## src/rtl/lcd_bus_ctrl.sv

```systemverilog
// LCD1602 (HD44780) parallel bus controller: turns one request into timed E strobes
// on an 8-bit or 4-bit bus, optionally polling the busy flag after every write.
module lcd_bus_ctrl #(
   parameter int BUS_4BIT   = 0,
   parameter int SETUP_CYC  = 2,
   parameter int E_HIGH_CYC = 11,
   parameter int E_LOW_CYC  = 16,
   parameter int POLL_BUSY  = 0,
   parameter int BUSY_MAX   = 255
) (
   input  logic       Clk,
   input  logic       Rst_n,
   input  logic       req_valid,
   output logic       req_ready,
   input  logic       req_rs,
   input  logic       req_rw,
   input  logic [7:0] req_data,
   output logic       done,
   output logic       done_err,
   output logic [7:0] rsp_data,
   output logic       LCD1602_RS,
   output logic       LCD1602_RW,
   output logic       LCD1602_E,
   output logic [7:0] LCD1602_DB_o,
   output logic       LCD1602_DB_oe,
   input  logic [7:0] LCD1602_DB_i
);

   localparam int T_MAX = (SETUP_CYC > E_HIGH_CYC)
                        ? ((SETUP_CYC  > E_LOW_CYC) ? SETUP_CYC  : E_LOW_CYC)
                        : ((E_HIGH_CYC > E_LOW_CYC) ? E_HIGH_CYC : E_LOW_CYC);
   localparam int CNT_W  = $clog2(T_MAX + 1);
   localparam int POLL_W = $clog2(BUSY_MAX + 1);

   localparam logic [CNT_W-1:0]  LD_SETUP  = CNT_W'(SETUP_CYC - 1);
   localparam logic [CNT_W-1:0]  LD_E_HI   = CNT_W'(E_HIGH_CYC - 1);
   // E_LO holds the bus for E_LOW_CYC full cycles after the cycle in which E falls
   localparam logic [CNT_W-1:0]  LD_E_LO   = CNT_W'(E_LOW_CYC);
   localparam logic [POLL_W-1:0] POLL_LAST = POLL_W'(BUSY_MAX);

   typedef enum logic [2:0] {
      IDLE, SETUP, E_HI, E_LO, BSY_SETUP, BSY_E_HI, BSY_E_LO, DONE
   } state_t;

   state_t            state;
   logic [CNT_W-1:0]  cnt;
   logic [POLL_W-1:0] poll_cnt;
   logic              rw_q;
   logic              nib_lo;
   logic              busy_q;
   logic [7:0]        data_q;
   logic [7:0]        rd_q;

   function automatic logic [7:0] bus_val(input logic [7:0] b, input logic lo);
      if (BUS_4BIT == 0)
         return b;
      return lo ? {b[3:0], 4'h0} : {b[7:4], 4'h0};
   endfunction

   assign req_ready = (state == IDLE);

   always_ff @(posedge Clk or negedge Rst_n) begin
      if (!Rst_n) begin
         state         <= IDLE;
         cnt           <= '0;
         poll_cnt      <= '0;
         rw_q          <= 1'b0;
         nib_lo        <= 1'b0;
         busy_q        <= 1'b0;
         data_q        <= '0;
         rd_q          <= '0;
         LCD1602_RS    <= 1'b0;
         LCD1602_RW    <= 1'b0;
         LCD1602_E     <= 1'b0;
         LCD1602_DB_o  <= '0;
         LCD1602_DB_oe <= 1'b0;
         done          <= 1'b0;
         done_err      <= 1'b0;
         rsp_data      <= '0;
      end else begin
         done     <= 1'b0;
         done_err <= 1'b0;
         case (state)
            IDLE: begin
               if (req_valid) begin
                  rw_q          <= req_rw;
                  data_q        <= req_data;
                  nib_lo        <= 1'b0;
                  cnt           <= LD_SETUP;
                  state         <= SETUP;
                  LCD1602_RS    <= req_rs;
                  LCD1602_RW    <= req_rw;
                  LCD1602_DB_oe <= ~req_rw;
                  LCD1602_DB_o  <= req_rw ? 8'h00 : bus_val(req_data, 1'b0);
               end
            end
            SETUP, BSY_SETUP: begin
               if (cnt == '0) begin
                  state     <= (state == SETUP) ? E_HI : BSY_E_HI;
                  cnt       <= LD_E_HI;
                  LCD1602_E <= 1'b1;
               end else begin
                  cnt <= cnt - 1'b1;
               end
            end
            E_HI, BSY_E_HI: begin
               if (cnt == '0) begin
                  state     <= (state == E_HI) ? E_LO : BSY_E_LO;
                  cnt       <= LD_E_LO;
                  LCD1602_E <= 1'b0;
                  // Bus is sampled on the last cycle E is high, just before it falls
                  if (state == BSY_E_HI) begin
                     if (!nib_lo)
                        busy_q <= LCD1602_DB_i[7];
                  end else if (rw_q) begin
                     if (BUS_4BIT == 0)
                        rd_q <= LCD1602_DB_i;
                     else if (nib_lo)
                        rd_q[3:0] <= LCD1602_DB_i[7:4];
                     else
                        rd_q[7:4] <= LCD1602_DB_i[7:4];
                  end
               end else begin
                  cnt <= cnt - 1'b1;
               end
            end
            E_LO: begin
               if (cnt != '0) begin
                  cnt <= cnt - 1'b1;
               end else if (BUS_4BIT != 0 && !nib_lo) begin
                  nib_lo       <= 1'b1;
                  state        <= SETUP;
                  cnt          <= LD_SETUP;
                  LCD1602_DB_o <= rw_q ? 8'h00 : bus_val(data_q, 1'b1);
               end else if (POLL_BUSY != 0 && !rw_q) begin
                  nib_lo        <= 1'b0;
                  poll_cnt      <= POLL_W'(1);
                  state         <= BSY_SETUP;
                  cnt           <= LD_SETUP;
                  LCD1602_RS    <= 1'b0;
                  LCD1602_RW    <= 1'b1;
                  LCD1602_DB_oe <= 1'b0;
                  LCD1602_DB_o  <= 8'h00;
               end else begin
                  state         <= DONE;
                  done          <= 1'b1;
                  rsp_data      <= rd_q;
                  LCD1602_RS    <= 1'b0;
                  LCD1602_RW    <= 1'b0;
                  LCD1602_DB_oe <= 1'b0;
                  LCD1602_DB_o  <= 8'h00;
               end
            end
            BSY_E_LO: begin
               if (cnt != '0) begin
                  cnt <= cnt - 1'b1;
               end else if (BUS_4BIT != 0 && !nib_lo) begin
                  nib_lo <= 1'b1;
                  state  <= BSY_SETUP;
                  cnt    <= LD_SETUP;
               end else if (!busy_q || poll_cnt == POLL_LAST) begin
                  state      <= DONE;
                  done       <= 1'b1;
                  done_err   <= busy_q;
                  rsp_data   <= rd_q;
                  LCD1602_RS <= 1'b0;
                  LCD1602_RW <= 1'b0;
               end else begin
                  poll_cnt <= poll_cnt + 1'b1;
                  nib_lo   <= 1'b0;
                  state    <= BSY_SETUP;
                  cnt      <= LD_SETUP;
               end
            end
            DONE:    state <= IDLE;
            default: state <= IDLE;
         endcase
      end
   end

endmodule
```

## config.mk

```make
export PLATFORM = sky130hd
export DESIGN_NAME = lcd_bus_ctrl
export DESIGN_NICKNAME = d
export VERILOG_FILES = /design/src/rtl/lcd_bus_ctrl.sv
export SDC_FILE = /design/constraint.sdc
export NUM_CORES = 1
export LEC_CHECK = 0
export CAP_MARGIN = 0
export CORE_AREA = 5 5 78 80
export CTS_BUF_LIST = sky130_fd_sc_hd__clkbuf_4 sky130_fd_sc_hd__clkbuf_8 sky130_fd_sc_hd__clkbuf_16
export DETAILED_ROUTE_END_ITERATION = 8
export DIE_AREA = 0 0 83 85
export PLACE_DENSITY = 0.71
export SYNTH_ARGS = -nofsm -noshare
export SYNTH_HDL_FRONTEND = slang
export SYNTH_SLANG_ARGS = --single-unit
```

## constraint.sdc

```tcl
create_clock -name Clk -period 6.15 [get_ports Clk]
set_input_delay 0.9225 -clock Clk [delete_from_list [all_inputs] [get_ports Clk]]
set_output_delay 0.9225 -clock Clk [all_outputs]
set_load 0.03 [all_outputs]
```

==> results of run 1 <==
==> kinds of logic (layout without fill, tap and decap cells) <==
family          count (synthesis)  count (layout)
compound gates                 31              31
xor+xnor                        9               9
fa+ha+maj                       2               2
buf+inv                        16              61
flops                          48              48
mux                            24              24
simple gates                   49              49
==> Yosys cell counts (5+ instances only) <==
master,n,area (um2)
a21oi_1,5,25.0
a22o_1,8,70.1
dfrtp_1,48,1200
inv_1,9,33.8
mux2_2,21,236
nand2_1,9,33.8
nand3_1,6,30.0
nor2_1,6,22.5
nor3_1,10,50.1
o21ai_0,5,25.0
xor2_1,6,52.6
==> power by group <==
part / switching, W / internal (W) / total, W
sequential: 0.0000894 / 0.000424 / 0.000514
combinational: 0.000273 / 0.000260 / 0.000533
clock: 0.000105 / 0.000125 / 0.000230
==> how the worst min path moves through the flow <==
stage                     start           to  slack (ns)  depth (start not counted)
floorplan           poll_cnt[6]  poll_cnt[6]        0.44                          1
global placement    poll_cnt[7]  poll_cnt[7]        0.46                          1
detailed placement  poll_cnt[6]  poll_cnt[6]        0.46                          1
CTS                 poll_cnt[6]  poll_cnt[6]        0.48                          1
global route        poll_cnt[7]  poll_cnt[7]        0.49                          1
finish              poll_cnt[6]  poll_cnt[6]        0.48                          1
==> layout make-up <==
cell class / count / area (um2)
clock buffer: 6 / 76.3
clock inverter: 2 / 35.0
sequential: 48 / 1200
multi-input combinational: 115 / 898
tap: 72 / 90.1
inverter: 9 / 33.8
fill: 496 / 2570
timing repair buffer: 44 / 433
==> per-stage QoR <==
stage                     power, W  hold slack [ns]  worst slack, ns  instance area (um2)   util
final                      0.00128            0.478             2.87                 2770  0.519
after global routing       0.00137            0.489             2.74                 2770  0.519
after CTS                  0.00129            0.479             2.91                 2770  0.519
after detailed placement   0.00106            0.460             3.25                 2660  0.498
after global placement     0.00105            0.459             3.29                 2660  0.498
after floorplan           0.000882            0.442             3.78                 2180      -
==> critical path: cells and delay by family, from the launching register on <==
| kind | cells | cell delay [ns] |
|---|---|---|
| buf+inv | 1 | 0.82 |
| flops | 1 | 0.51 |
| simple gates | 1 | 0.73 |
==> sequential cells by signal, indices dropped and copies added, names as in the netlist, 3 cells and up <==
| register | cells |
|---|---|
| rd_q | 8 |
| poll_cnt | 8 |
| LCD1602_DB_o | 8 |
| state | 3 |
| rsp_data | 8 |
| cnt | 5 |
==> routing by layer <==
layer | vias up | share of wire | GRT usage
li1 | 732 | - | -
met1 | 729 | 0.47 | 0.162
met2 | 28 | 0.47 | 0.195
met3 | 6 | 0.045 | 0.0388
met4 | 0 | 0.014 | 0.0475
met5 | - | 0 | 0
==> reports/metrics.csv, run 1 <==
stage;metric;value;unit
outcome;outcome;completed;
setup_path;critical-path-max-stage-delay;0.82;ns
power_and_ir_drop;power.static_leakage;1.23;nW
yosys;synth-seq-cells;48;
grt;first_global_vias;1544;
placed_design;dp_cells;288;
clocking;cts.sink_count;48;
yosys;postSynthCellCount;179;
cells_and_area;stdcell_count;296;
grt;groute.usage.overall;0.124;
yosys;synth_async_reset_ratio;1.00;
yosys;number_of_synthesized_flops_with_an_enable_pin;0;
drt;detailedRoute.firstIterationViolations;110;
setup_path;worst_r2r_startpoint;cnt[0];
yosys;synth_compound_area_frac;0.113;
setup_path;ordered_list_of_cells_on_the_worst_path;nor3_1, clkdlybuf4s50_1;
clocking;cts_root_buf;clkbuf_8;
cells_and_area;area_growth_syn_to_layout;27.2;%
setup_path;termination_of_the_worst_setup_path;req_ready;
setup_path;crit_arrival;2.36;ns
placed_design;io_buffer_count;43;
run;timing.max_cap.violations;0;
power_and_ir_drop;max-vdd-ir-drop;0.260;mV
setup_path;startpoint_type;register;
setup_path;crit_type;register to primary output;
setup_path;worstPathMaxFanout;13;
sta;final_min_period_over_clock_period;0.534;
grt;globalRouteOverflowTotal;0;
sta;drv_slew;0;
drt;remaining_antenna_violation_count_after_routing;0;
floorplanning;io_pins;44;
yosys;synth_xor_xnor_area_share;0.0362;
placed_design;routabilityCongestion;0.856;
clocking;insertion_delay;0.30;ns
power_and_ir_drop;power_density;461;nW/um2
setup_path;critical_path_data_required_time;5.23;ns
sta;finalClockSkew;0.00990;ns
yosys;sequential_fraction_of_the_synthesis_area;0.552;
yosys;synth_fa_ha_area_frac;0.0115;
yosys;yosys-mux-area-fraction;0.122;
drt;detail_route.drc_violations;0;
grt;maximum_number_of_pins_on_one_net_before_global_route_repair;49;
sta;worst_slew_pin_slew;1.03;ns
min_path;hp_class;register to register;
cells_and_area;layout-drive-gt1-share;0.170;
sta;finalHoldViolCount;0;
setup_path;timing.rr.end;LCD1602_RS;
floorplanning;fp.coreArea;5340;um2
setup_path;ff2ff_setup_slack;3.87;ns
placed_design;place_hpwl;2940;um
yosys;synthesis.area;2180;um2
clocking;tritoncts.num_buffers;5;
clocking;postCtsHoldBufs;0;
clocking;tritoncts;done;
sta;setup_total_negative_slack;0;ns
sta;timing.max_slew.rel_slack;0.316;
setup_path;cp-end-kind;primary output;
yosys;main_synth_ff_type;dfrtp_1;
drt;dr.pass1.iters;4;
grt;grt_first_pass_wirelength;7210;um
yosys;post_synth_num_cell_types;40;
yosys;synthesis.nets;202;
sta;rsz0062_at_grt;false;
cells_and_area;layout.cells.most_common;dfrtp_1;
clocking;cts_setup_buffers;0;
cells_and_area;most-common-layout-cells;dfrtp_1, clkdlybuf4s50_1, mux2_2;
floorplanning;die_area;7060;um2
yosys;yosys_warnings;0;
clocking;cts_max_level;2;
yosys;synth-simple-area-share;0.129;
clocking;cts_repair_resize_count;0;
setup_path;slowest_stage;clkdlybuf4s50_1;
yosys;syn_area_per_cell;12.2;um2
floorplanning;row_count;27;
yosys;combinational_family_with_the_most_area_after_synthesis;simple AND/OR/NAND/NOR gates;
cells_and_area;antenna-diode-count;0;
setup_path;crit_path_start;state[0];
floorplanning;die_width;83;um
cells_and_area;finalNetCount;246;
sta;finalCriticalPeriod;3.28;ns
sta;fmax;0.305;GHz
clocking;clk_pin_slew;0.09;ns
floorplanning;initial_standard_cell_utilization_of_the_core;0.408;
floorplanning;die_h;85;um
drt;route.final.wire_length;4110;um
grt;grt_antenna_before_repair;0;
drt;detailroute.via_count;1495;
sta;timing.final.setup_violations;0;
drt;wire_per_inst;13.9;um
clocking;ctsLongestPathBuffers;2;
drt;avgViaCountPerCell;5.05;
setup_path;rr_worst_depth;6;
Power figures use the tool's default switching activity.
==> inputs of run 2 (changes only) <==
--- a/config.mk
+++ b/config.mk
@@ -10,7 +10,7 @@
 export CTS_BUF_LIST = sky130_fd_sc_hd__clkbuf_4 sky130_fd_sc_hd__clkbuf_8 sky130_fd_sc_hd__clkbuf_16
 export DETAILED_ROUTE_END_ITERATION = 8
 export DIE_AREA = 0 0 83 85
-export PLACE_DENSITY = 0.71
+export PLACE_DENSITY = 0.73
 export SYNTH_ARGS = -nofsm -noshare
 export SYNTH_HDL_FRONTEND = slang
 export SYNTH_SLANG_ARGS = --single-unit
==> constraint.sdc (replaced) <==
create_clock -name Clk -period 2.9 [get_ports Clk]
set_input_delay 0.435 -clock Clk [delete_from_list [all_inputs] [get_ports Clk]]
set_output_delay 0.435 -clock Clk [all_outputs]
set_load 0.03 [all_outputs]
==> reports/metrics.csv, run 2 (synthesized netlist as in run 1, its figures left out) <==
stage;metric;value;unit
outcome;outcome;completed;
floorplanning;die_width;83;um
clocking;tritoncts;done;
placed_design;dp_cells;289;
grt;groute.layer.met3.usage;0.0379;
clocking;tritoncts.num_buffers;5;
floorplanning;fp.coreArea;5340;um2
sta;final_min_period_over_clock_period;0.813;
grt;maximum_number_of_pins_on_one_net_before_global_route_repair;49;
power_and_ir_drop;max-vdd-ir-drop;0.565;mV
sta;timing.final.setup_violations;0;
grt;use_met2;0.195;
placed_design;routabilityCongestion;0.827;
power_and_ir_drop;power_density;987;nW/um2
cells_and_area;area_growth_syn_to_layout;28.0;%
sta;timing.max_slew.rel_slack;0.307;
power_and_ir_drop;power.static_leakage;1.24;nW
clocking;postCtsHoldBufs;0;
setup_path;startpoint_type;register;
cells_and_area;layout.cells.most_common;dfrtp_1;
setup_path;crit_type;register to primary output;
placed_design;place_hpwl;3000;um
floorplanning;initial_standard_cell_utilization_of_the_core;0.408;
drt;route.final.wire_length;4230;um
cells_and_area;nFillCells;482;
cells_and_area;finalNetCount;247;
grt;groute.usage.overall;0.125;
setup_path;critical-path-max-stage-delay;0.67;ns
setup_path;critical-path-top-delay-family;buffers and inverters;
grt;use_met1;0.167;
clocking;ctsLongestPathBuffers;2;
sta;worst_slew_pin_slew;1.04;ns
run;timing.max_cap.violations;0;
sta;finalClockSkew;0.00640;ns
floorplanning;io_pins;44;
setup_path;critical_path_data_required_time;2.47;ns
floorplanning;die_h;85;um
setup_path;worstPathMaxFanout;13;
floorplanning;die_area;7060;um2
cells_and_area;stdcell_count;297;
clocking;cts_max_level;2;
cells_and_area;multi_input_area;898;um2
clocking;insertion_delay;0.31;ns
drt;detailroute.via_count;1527;
sta;finalCriticalPeriod;2.36;ns
setup_path;crit_arrival;1.92;ns
cells_and_area;layout-drive-gt1-share;0.173;
drt;detailedRoute.firstIterationViolations;79;
clocking;cts_repair_resize_count;0;
clocking;cts.sink_count;48;
clocking;cts_setup_buffers;0;
drt;detail_route.drc_violations;0;
grt;first_global_vias;1547;
drt;avgViaCountPerCell;5.14;
placed_design;io_buffer_count;43;
drt;dr.pass1.iters;4;
grt;grt_antenna_before_repair;0;
drt;wire_per_inst;14.2;um
sta;drv_slew;0;
setup_path;cp-end-kind;primary output;
grt;globalRouteOverflowTotal;0;
drt;remaining_antenna_violation_count_after_routing;0;
cells_and_area;final_core_util;0.522;
min_path;hp_class;input pin to async pin;
setup_path;ordered_list_of_cells_on_the_worst_path;nor3_1, buf_4, clkdlybuf4s50_1;
sta;rsz0062_at_grt;false;
sta;setup_total_negative_slack;0;ns
setup_path;slowest_stage;clkdlybuf4s50_1;
sta;fmax;0.424;GHz
grt;grt_busiest_layer;met2;
clocking;cts_root_buf;clkbuf_8;
cells_and_area;area.sequential;1200;um2
cells_and_area;most-common-layout-cells;dfrtp_1, clkdlybuf4s50_1, mux2_2;
grt;grt_first_pass_wirelength;7270;um
clocking;clk_pin_slew;0.09;ns
floorplanning;row_count;27;
setup_path;critPathBufInv;2;
cells_and_area;antenna-diode-count;0;
sta;finalHoldViolCount;0;
-- run 2: cell types whose count changed in the layout (fill, tap and decap cells not counted), sizes merged --
cell | before | now
buf | 2 | 3
-- run 2: final cells by class --
cell class	count	share of cell area
clock inverters	2	0.0139
repair buffers	45	0.158
well taps	72	0.0323
inverters	9	0.0121
clock buffers	6	0.0296
multi-input cells	115	0.323
flip-flops and latches	48	0.431
-- run 2: where the power goes --
part           internal (W)  switching, W  total [W]
combinational      0.000556      0.000585    0.00114
sequential         0.000899      0.000193    0.00109
clock              0.000282      0.000233   0.000515
-- run 2: path summary, 6_finish.rpt --
| path | startpoint | end | slack [ns] | cells past startpoint |
|---|---|---|---|---|
| max in group asynchronous | Rst_n | rd_q[0] | 1.95 | 1 |
| max | state[0] | req_ready | 0.54 | 3 |
| min | Rst_n | poll_cnt[5] | 0.30 | 1 |
| max reg2reg | cnt[0] | LCD1602_RS | 0.66 | 6 |
| min in group Clk | poll_cnt[7] | poll_cnt[7] | 0.47 | 1 |
| min reg2reg | poll_cnt[7] | poll_cnt[7] | 0.47 | 1 |
-- run 2: layer usage --
layer / wire, um / vias up
li1: - / 739
met1: 2050 / 743
met2: 1930 / 39
met3: 189 / 6
met4: 57 / 0
met5: 0 / -
-- run 2: metrics by stage --
| stage | total power, W | hold WS, ns | area, um2 | worst slack [ns] |
|---|---|---|---|---|
| after floorplan | 0.00187 | 0.139 | 2180 | 0.731 |
| after global placement | 0.00223 | 0.459 | 2660 | 0.739 |
| after detailed placement | 0.00225 | 0.457 | 2660 | 0.699 |
| after CTS | 0.00278 | 0.345 | 2790 | 0.534 |
| after global routing | 0.00292 | 0.401 | 2790 | 0.455 |
| final | 0.00275 | 0.304 | 2790 | 0.543 |
